<file path="src/rtl/ss_pkg.sv">
// ss_pkg: shared types and constants for the scroll controller.
//   ss_char_t          5-bit display character code fed to ssdec
//   SS_SPACE/SS_EIGHT  blank and "8" character codes
//   ss_scroll_state_t  controller state; ST_BLINK exists only when
//                      SS_SCROLL_BLINK_EN is defined
package ss_pkg;

   typedef logic [4:0] ss_char_t;

   localparam ss_char_t SS_SPACE = 5'b11001;
   localparam ss_char_t SS_EIGHT = 5'b01000;

   typedef enum logic [1:0] {
      ST_IDLE,
      ST_LOADED,
`ifdef SS_SCROLL_BLINK_EN
      ST_BLINK,
`endif
      ST_SCROLL
   } ss_scroll_state_t;

endpackage

</file>
<file path="src/rtl/ss_scroll_ctrl_if.sv">
// ss_scroll_ctrl_if: message-load handshake between the game FSM (master)
// and ss_scroll_ctrl (slave).
//   load_valid  message offered
//   load_ready  controller can accept a message
//   load_len    message length in characters
//   load_chars  character k at [5k+4:5k]; char 0 enters the display first
interface ss_scroll_ctrl_if #(
   parameter int unsigned MAX_LEN = 16
);
   localparam int unsigned LEN_W = $clog2(MAX_LEN + 1);

   logic               load_valid;
   logic               load_ready;
   logic [LEN_W-1:0]   load_len;
   logic [MAX_LEN*5-1:0] load_chars;

   modport master (output load_valid, load_len, load_chars, input load_ready);
   modport slave  (input load_valid, load_len, load_chars, output load_ready);
endinterface

</file>
<file path="src/rtl/ss_tick_gen.sv">
// ss_tick_gen: free-running divider counting 0..TICK_DIV-1 with a
// synchronous clear; tick is high for the one cycle the count sits at
// TICK_DIV-1, after which it wraps to 0.
//   clk, rst  clock and synchronous active-high reset
//   clr       hold the count at 0
//   tick      one-cycle step strobe
module ss_tick_gen #(
   parameter int unsigned TICK_DIV = 1_000_000
) (
   input  logic clk,
   input  logic rst,
   input  logic clr,
   output logic tick
);
   localparam int unsigned CW = (TICK_DIV > 2) ? $clog2(TICK_DIV) : 1;

   logic [CW-1:0] cnt;

   assign tick = (cnt == CW'(TICK_DIV - 1));

   always_ff @(posedge clk) begin
      if (rst || clr) begin
         cnt <= '0;
      end else if (tick) begin
         cnt <= '0;
      end else begin
         cnt <= cnt + CW'(1);
      end
   end
endmodule

</file>
<file path="src/rtl/ss_scroll_ctrl.sv">
// ss_scroll_ctrl: scrolls a stored message of 5-bit character codes
// right-to-left across NUM_DIGITS seven-segment digits (digit 0 rightmost).
//   clk, rst    clock and synchronous active-high reset
//   load        message-load handshake (ss_scroll_ctrl_if.slave)
//   start/stop  begin / abort scrolling; loop sampled on an accepted start
//   busy        scroll in progress
//   done        one-cycle pulse when a pass completes
//   digit_code  code for digit i at [5i+4:5i]
//   digit_en    per-digit enable to ssdec
// Optional: define SS_SCROLL_BLINK_EN to blink "8888" for four tick periods
// at the end of every non-looping pass.
module ss_scroll_ctrl
   import ss_pkg::*;
#(
   parameter int unsigned NUM_DIGITS = 8,
   parameter int unsigned MAX_LEN    = 16,
   parameter int unsigned TICK_DIV   = 1_000_000
) (
   input  logic                    clk,
   input  logic                    rst,
   ss_scroll_ctrl_if.slave         load,
   input  logic                    start,
   input  logic                    stop,
   input  logic                    loop,
   output logic                    busy,
   output logic                    done,
   output logic [NUM_DIGITS*5-1:0] digit_code,
   output logic [NUM_DIGITS-1:0]   digit_en
);
   localparam int unsigned LEN_W = $clog2(MAX_LEN + 1);
   localparam int unsigned POS_W = $clog2(MAX_LEN + NUM_DIGITS + 1);

   ss_scroll_state_t     state;
   logic [MAX_LEN*5-1:0] msg;
   logic [LEN_W-1:0]     len;
   logic [LEN_W-1:0]     len_in;
   logic [POS_W-1:0]     pos;
   logic [POS_W-1:0]     pos_inc;
   logic                 loop_q;
   logic                 tick;
   logic                 scrolling;
   logic                 load_acc;
   logic                 start_acc;
   logic                 pass_end;
   logic [NUM_DIGITS*5-1:0] frame_code;
   logic [NUM_DIGITS-1:0]   frame_en;
   int                   k_idx;
`ifdef SS_SCROLL_BLINK_EN
   logic [1:0]           blink_cnt;
`endif

`ifdef SS_SCROLL_BLINK_EN
   assign scrolling = (state == ST_SCROLL) || (state == ST_BLINK);
`else
   assign scrolling = (state == ST_SCROLL);
`endif

   assign load_acc  = load.load_valid && load.load_ready;
   // a load in the same cycle wins over start
   assign start_acc = start && (state == ST_LOADED) && !load_acc;
   assign len_in    = (load.load_len > LEN_W'(MAX_LEN)) ? LEN_W'(MAX_LEN) : load.load_len;
   assign pos_inc   = pos + POS_W'(1);
   assign pass_end  = (pos_inc == POS_W'(len) + POS_W'(NUM_DIGITS));

   ss_tick_gen #(.TICK_DIV(TICK_DIV)) u_tick (
      .clk  (clk),
      .rst  (rst),
      .clr  (!scrolling),
      .tick (tick)
   );

   // Frame for the next step position: digit i shows char p-1-i when in range.
   always_comb begin
      frame_code = '0;
      frame_en   = '0;
      k_idx      = 0;
      for (int unsigned i = 0; i < NUM_DIGITS; i++) begin
         k_idx = int'(pos_inc) - 1 - int'(i);
         if (k_idx >= 0 && k_idx < int'(len)) begin
            frame_code[5*i +: 5] = msg[5*k_idx +: 5];
            frame_en[i]          = 1'b1;
         end else begin
            frame_code[5*i +: 5] = SS_SPACE;
         end
      end
   end

   always_ff @(posedge clk) begin
      if (rst) begin
         state           <= ST_IDLE;
         msg             <= '0;
         len             <= '0;
         pos             <= '0;
         loop_q          <= 1'b0;
         load.load_ready <= 1'b1;
         busy            <= 1'b0;
         done            <= 1'b0;
         digit_code      <= {NUM_DIGITS{SS_SPACE}};
         digit_en        <= '0;
`ifdef SS_SCROLL_BLINK_EN
         blink_cnt       <= '0;
`endif
      end else begin
         done <= 1'b0;
         case (state)
            ST_IDLE, ST_LOADED: begin
               if (load_acc) begin
                  msg   <= load.load_chars;
                  len   <= len_in;
                  state <= ST_LOADED;
               end else if (start_acc) begin
                  pos    <= '0;
                  loop_q <= loop;
                  if (len == '0) begin
                     // nothing to show: the pass is over immediately
                     done <= 1'b1;
                  end else begin
                     state           <= ST_SCROLL;
                     busy            <= 1'b1;
                     load.load_ready <= 1'b0;
                  end
               end
            end
            ST_SCROLL: begin
               if (stop) begin
                  state           <= ST_LOADED;
                  busy            <= 1'b0;
                  load.load_ready <= 1'b1;
                  digit_code      <= {NUM_DIGITS{SS_SPACE}};
                  digit_en        <= '0;
               end else if (tick) begin
                  if (!pass_end) begin
                     pos        <= pos_inc;
                     digit_code <= frame_code;
                     digit_en   <= frame_en;
                  end else if (loop_q) begin
                     pos        <= '0;
                     done       <= 1'b1;
                     digit_code <= {NUM_DIGITS{SS_SPACE}};
                     digit_en   <= '0;
                  end else begin
`ifdef SS_SCROLL_BLINK_EN
                     state      <= ST_BLINK;
                     blink_cnt  <= '0;
                     digit_code <= {NUM_DIGITS{SS_EIGHT}};
                     digit_en   <= '1;
`else
                     state           <= ST_LOADED;
                     busy            <= 1'b0;
                     load.load_ready <= 1'b1;
                     done            <= 1'b1;
                     digit_code      <= {NUM_DIGITS{SS_SPACE}};
                     digit_en        <= '0;
`endif
                  end
               end
            end
`ifdef SS_SCROLL_BLINK_EN
            ST_BLINK: begin
               if (stop || (tick && blink_cnt == 2'd3)) begin
                  state           <= ST_LOADED;
                  busy            <= 1'b0;
                  load.load_ready <= 1'b1;
                  done            <= !stop;
                  digit_code      <= {NUM_DIGITS{SS_SPACE}};
                  digit_en        <= '0;
               end else if (tick) begin
                  // even periods lit, odd periods dark
                  blink_cnt <= blink_cnt + 2'd1;
                  digit_en  <= blink_cnt[0] ? '1 : '0;
               end
            end
`endif
            default: state <= ST_IDLE;
         endcase
      end
   end
endmodule

</file>
<file path="src/flat_wrapper.sv">
// flat-port wrapper written by rule: the top's interface ports become plain ports
module ss_scroll_ctrl_flat import ss_pkg::*;
#(
   parameter int unsigned NUM_DIGITS = 8,
   parameter int unsigned MAX_LEN    = 16,
   parameter int unsigned TICK_DIV   = 1_000_000
)
  (clk, rst, start, stop, loop, busy, done, digit_code, digit_en, load_load_valid, load_load_len, load_load_chars, load_load_ready);
  ss_scroll_ctrl_if #(.MAX_LEN(MAX_LEN)) load_i ();
  input  logic clk;
  input  logic rst;
  input  logic start;
  input  logic stop;
  input  logic loop;
  output logic busy;
  output logic done;
  output logic [NUM_DIGITS*5-1:0] digit_code;
  output logic [NUM_DIGITS-1:0] digit_en;
  input wire logic [$bits(load_i.load_valid)-1:0] load_load_valid;
  input wire logic [$bits(load_i.load_len)-1:0] load_load_len;
  input wire logic [$bits(load_i.load_chars)-1:0] load_load_chars;
  output wire logic [$bits(load_i.load_ready)-1:0] load_load_ready;
  assign load_i.load_valid = load_load_valid;
  assign load_i.load_len = load_load_len;
  assign load_i.load_chars = load_load_chars;
  assign load_load_ready = load_i.load_ready;
  ss_scroll_ctrl #(.NUM_DIGITS(NUM_DIGITS), .MAX_LEN(MAX_LEN), .TICK_DIV(TICK_DIV)) u_core (.clk(clk), .rst(rst), .load(load_i), .start(start), .stop(stop), .loop(loop), .busy(busy), .done(done), .digit_code(digit_code), .digit_en(digit_en));
endmodule
</file>
<file path="config.mk">
export PLATFORM = sky130hd
export DESIGN_NAME = ss_scroll_ctrl_flat
export DESIGN_NICKNAME = d
export VERILOG_FILES = /design/src/rtl/ss_pkg.sv /design/src/rtl/ss_scroll_ctrl_if.sv /design/src/rtl/ss_tick_gen.sv /design/src/rtl/ss_scroll_ctrl.sv /design/src/flat_wrapper.sv
export SDC_FILE = /design/constraint.sdc
export NUM_CORES = 2
export LEC_CHECK = 0
export ABC_AREA = 1
export BUFFER_PORTS_ARGS = -buffer_cell sky130_fd_sc_hd__buf_2
export CAP_MARGIN = 15
export CORE_AREA = 4 4 344 346
export DETAILED_ROUTE_END_ITERATION = 6
export DIE_AREA = 0 0 348 350
export HOLD_SLACK_MARGIN = 0.08
export PLACE_DENSITY_LB_ADDON = 0.05
export SLEW_MARGIN = 20
export SYNTH_ARGS = -nofsm -noshare
export SYNTH_HDL_FRONTEND = slang
export SYNTH_HIERARCHICAL = 1
export SYNTH_SLANG_ARGS = --single-unit
</file>
<file path="constraint.sdc">
create_clock -name clk -period 7.5 [get_ports clk]
set_clock_uncertainty 0.1 [all_clocks]
set_input_delay 0.75 -clock clk [delete_from_list [all_inputs] [get_ports clk]]
set_output_delay 0.75 -clock clk [all_outputs]
set_load 0.05 [all_outputs]
</file>
==> key figures <==
Routing
  – Met3 WL: 17.9 mm
  – Post-route DRC: 0
  – Routed metal-1 wirelength: 95.6 mm
  – Routed WL: 228 mm
  – First-pass DRT Iterations: 6
  – Avg WL per Cell: 27.7 um
  – Met2 wire length: 97.9 mm
  – Max layer used: met5
  – Final ANT Viol Nets: 0
  – Initial detailed-routing violation count: 6009
  – Vias per cell: 5.86
  – Vias post-DR: 48247

Yosys
  – Main synth FF type: dfxtp_1
  – Synthesized instance count: approximately 6900
  – Mapped Avg Cell Area: 4.98 sq um
  – Async SR Flop Fraction: 0%
  – EDFF count, synth: 0
  – Seq/Total Area, Yosys: 9.57%
  – Yosys reg bits: 164
  – Cell area after synthesis: 0.0343 sq mm
  – Mapped Nets: 7116
  – Warnings, synthesis: 6
  – Post-synth cell types: 63

Global routing
  – Antenna violations before repair: 13
  – Grt ovf: 0
  – Largest net degree at the start of global routing: 212
  – First-pass GRT wire length: 321 mm
  – Vias in the first global route: 44469
  – GRT Total Usage: roughly 36%

STA
  – Fmax: 0.152 GHz
  – RSZ-0062 raised after global routing: no
  – Slew @ Worst Pin: 1.33 ns
  – Worst hold slack: roughly 0.36 ns
  – Slew Viols, Final: 0
  – Endpoints failing setup: 0
  – Final hold vios: 0
  – Setup_tns: 0 ns
  – Slew HR: 11.3%
  – Fin crit share: 87.6%
  – Min cycle time layout: 6.57 ns

Clocking
  – Post-CTS Repair Setup Buffers: 0
  – Post_cts resized: 0
  – CTS root buf: clkbuf_16
  – Number of buffers created by CTS: 17
  – Clock Sinks: ~160
  – # hold bufs at CTS: 0
  – CTS tree: yes
  – CTS clock-pin slew for the worst setup and hold paths: 0.08 ns
  – Clock Latency Late Sink: 0.54 ns
  – H-tree depth: 4
  – Clk buf depth: 2

Power
  – Comb power frac: 83.9%
  – Sequential power share: 8.6%
  – Power Density: 341 mW/mm^2
  – Clk network pwr share: 7.6%
  – Switch share: 67.7%
  – Internal Power: 4.04 mW
  – Peak supply drop: 0.239 mV
  – Leakage power total: between 15 and 20 nW
  – NetSw: 8.47 mW

Final layout
  – # fillers: 13807
  – Area Growth Syn to Fin: 6.85%
  – Layout cells sized above 1: 6.75%
  – Layout net count: around 6900

Critical path
  – Required @ worst endpoint: about 7.9 ns
  – CP arrival: 6.94 ns
  – Slowest CP cell: inv_2
  – Top delay family on crit path: simple AND/OR/NAND/NOR gates
  – Critical path's largest stage delay: 0.63 ns
  – Nature of the critical path startpoint: register
  – Worst path bufs/invs: 7
  – Critical-path maximum fanout: 35
  – CP most frequent cell: nand2_1
  – CP Class: reg -> reg
  – Worst setup EP type: register

Floorplanning
  – IO Pins: 142
  – Initial Utilization: 29.7%
  – Die width: 348 um
  – DIE HEIGHT: 350 um
  – Core Rows: 125
  – Core box area: around 0.12 sq mm
  – Die area: 0.122 sq mm

Run status
  – Status: complete, no violations

Placement
  – DP HPWL: about 160 mm
  – I/O Buffers: around 140
  – Global placement routability congestion: 0.994

Hold path
  – Hold crit path type: reg -> reg

Job
  – Max-Cap Viols: 0
## registers in the layout (all words and copies together) (netlist names)
register and cells:
u_core/busy 1, u_core/digit_code 40, u_core/digit_en 8, u_core/done 1, u_core/len 5, u_core/load.load_ready 1
u_core/loop_q 1, u_core/msg 80, u_core/pos 5, u_core/state 2, u_core/u_tick/cnt 20
## power groups by stage
stage,Sequential (mW),Combinational [mW],Clock [mW]
finish,1.07,10.5,0.946
global route,1.07,11.3,0.996
CTS,1.06,10.3,0.970
detailed placement,1.08,10.2,0
global placement,1.08,10.3,0
floorplan,0.976,6.34,0
## cell type report
| cell class | instances | area [sq um] | share of cell area, % |
|---|---|---|---|
| Multi-Input combinational cell | 5819 | 27400 | 74.8 |
| Sequential cell | 164 | 3290 | 8.97 |
| Timing Repair Buffer | 301 | 2020 | 5.51 |
| Tap cell | 1524 | 1910 | 5.20 |
| Inverter | 381 | 1460 | 3.98 |
| Clock buffer | 19 | 433 | 1.18 |
| Clock inverter | 13 | 115 | 0.314 |
| Antenna cell | 6 | 15.0 | 0.0409 |
## worst reg2reg max path, delay by kind of cell, from the launching register on
kind / cells / cell delay, ns
AOI/OAI and AO/OA: 3 / 0.64
xor gates and xnor gates: 1 / 0.46
adders and majority gates: 4 / 1.18
buffers and inverters: 7 / 1.37
DFF: 1 / 0.41
and+or+nand+nor: 22 / 2.36
## path summary, 6_finish.rpt
check | cells after the start | slack (ns) | end | startpoint
worst min register to register | 1 | 0.36 | u_core/u_tick/cnt[0] | u_core/u_tick/cnt[0]
worst max register to register | 37 | 0.93 | u_core/digit_code[38] | u_core/pos[0]
worst min-delay path | 1 | 0.36 | u_core/u_tick/cnt[0] | u_core/u_tick/cnt[0]
worst max-delay path | 37 | 0.93 | u_core/digit_code[38] | u_core/pos[0]
## Yosys cell counts, types with 4 or more instances
master | count | area share [%]
o211ai_1 | 60 | 1.3
clkinv_1 | 12 | 0.13
dfxtp_1 | 164 | 9.6
buf_6 | 8 | 0.26
a211oi_1 | 6 | 0.13
nand2_4 | 6 | 0.20
nand3_1 | 1354 | 20
or2_2 | 19 | 0.35
o22ai_1 | 11 | 0.20
nor4_1 | 4 | 0.073
o21ai_0 | 625 | 9.1
nor2_2 | 16 | 0.29
buf_4 | 15 | 0.33
xnor2_1 | 23 | 0.59
buf_2 | 122 | 1.8
o21ai_1 | 33 | 0.48
ha_1 | 129 | 4.7
inv_1 | 350 | 3.8
buf_1 | 111 | 1.2
and2_1 | 10 | 0.18
a21oi_2 | 4 | 0.10
fa_1 | 8 | 0.47
a21oi_1 | 354 | 5.2
a31oi_1 | 23 | 0.42
xor2_1 | 28 | 0.71
nand2_2 | 20 | 0.36
o21a_1 | 13 | 0.28
inv_2 | 18 | 0.20
o2111ai_1 | 7 | 0.18
nor2_1 | 480 | 5.3
o31ai_1 | 4 | 0.088
nor3_1 | 18 | 0.26
clkbuf_1 | 268 | 2.9
o21bai_1 | 6 | 0.13
nor2_4 | 6 | 0.20
nand2_1 | 2490 | 27
nand4_1 | 28 | 0.51
## cell usage in the layout, fill, tap and decap left out, drive strengths merged, types with 19 or more instances in the layout
master and count:
o21ai 658, xor2 30, nor3 19, ha 129, inv 376, buf 301
nand3 1355, clkbuf 19, xnor2 23, nand4 29, nor2 504, dfxtp 164
a31oi 23, o211ai 61, nand2 2516, or2 21, a21oi 358
## through the flow
step                      area, sq um  worst slack [ns]  std cells  power [mW]  util [%]
after floorplan                 34300              1.20       6888        7.32         -
after global placement          36100              1.11       8189        11.4      31.3
after detailed placement        36100              1.04       8189        11.3      31.3
after CTS                       36700              1.02       8221        12.3      31.8
after global routing            36700             0.366       8222        13.3      31.8
final                           36700             0.929       8227        12.5      31.8
## per-layer routing
layer,vias to the layer above,global-route usage (%)
li1,22444,-
met1,22791,46.7
met2,2472,55.6
met3,538,5.55
met4,2,23.0
met5,-,0
## cell families (layout without fill, tap and decap cells)
logic type                 count (synthesis)  count (layout)  synth area share (%)
xor gates and xnor gates                  53              53                  1.43
AOI/OAI and AO/OA                       1165            1165                  18.1
buffers and inverters                    905             714                  10.7
adders and majority gates                137             137                  5.17
and+or+nand+nor                         4464            4464                  55.0
DFF                                      164             164                  9.57
other                                      0               6                     0
Note: power is estimated with default switching activity, not from simulation.
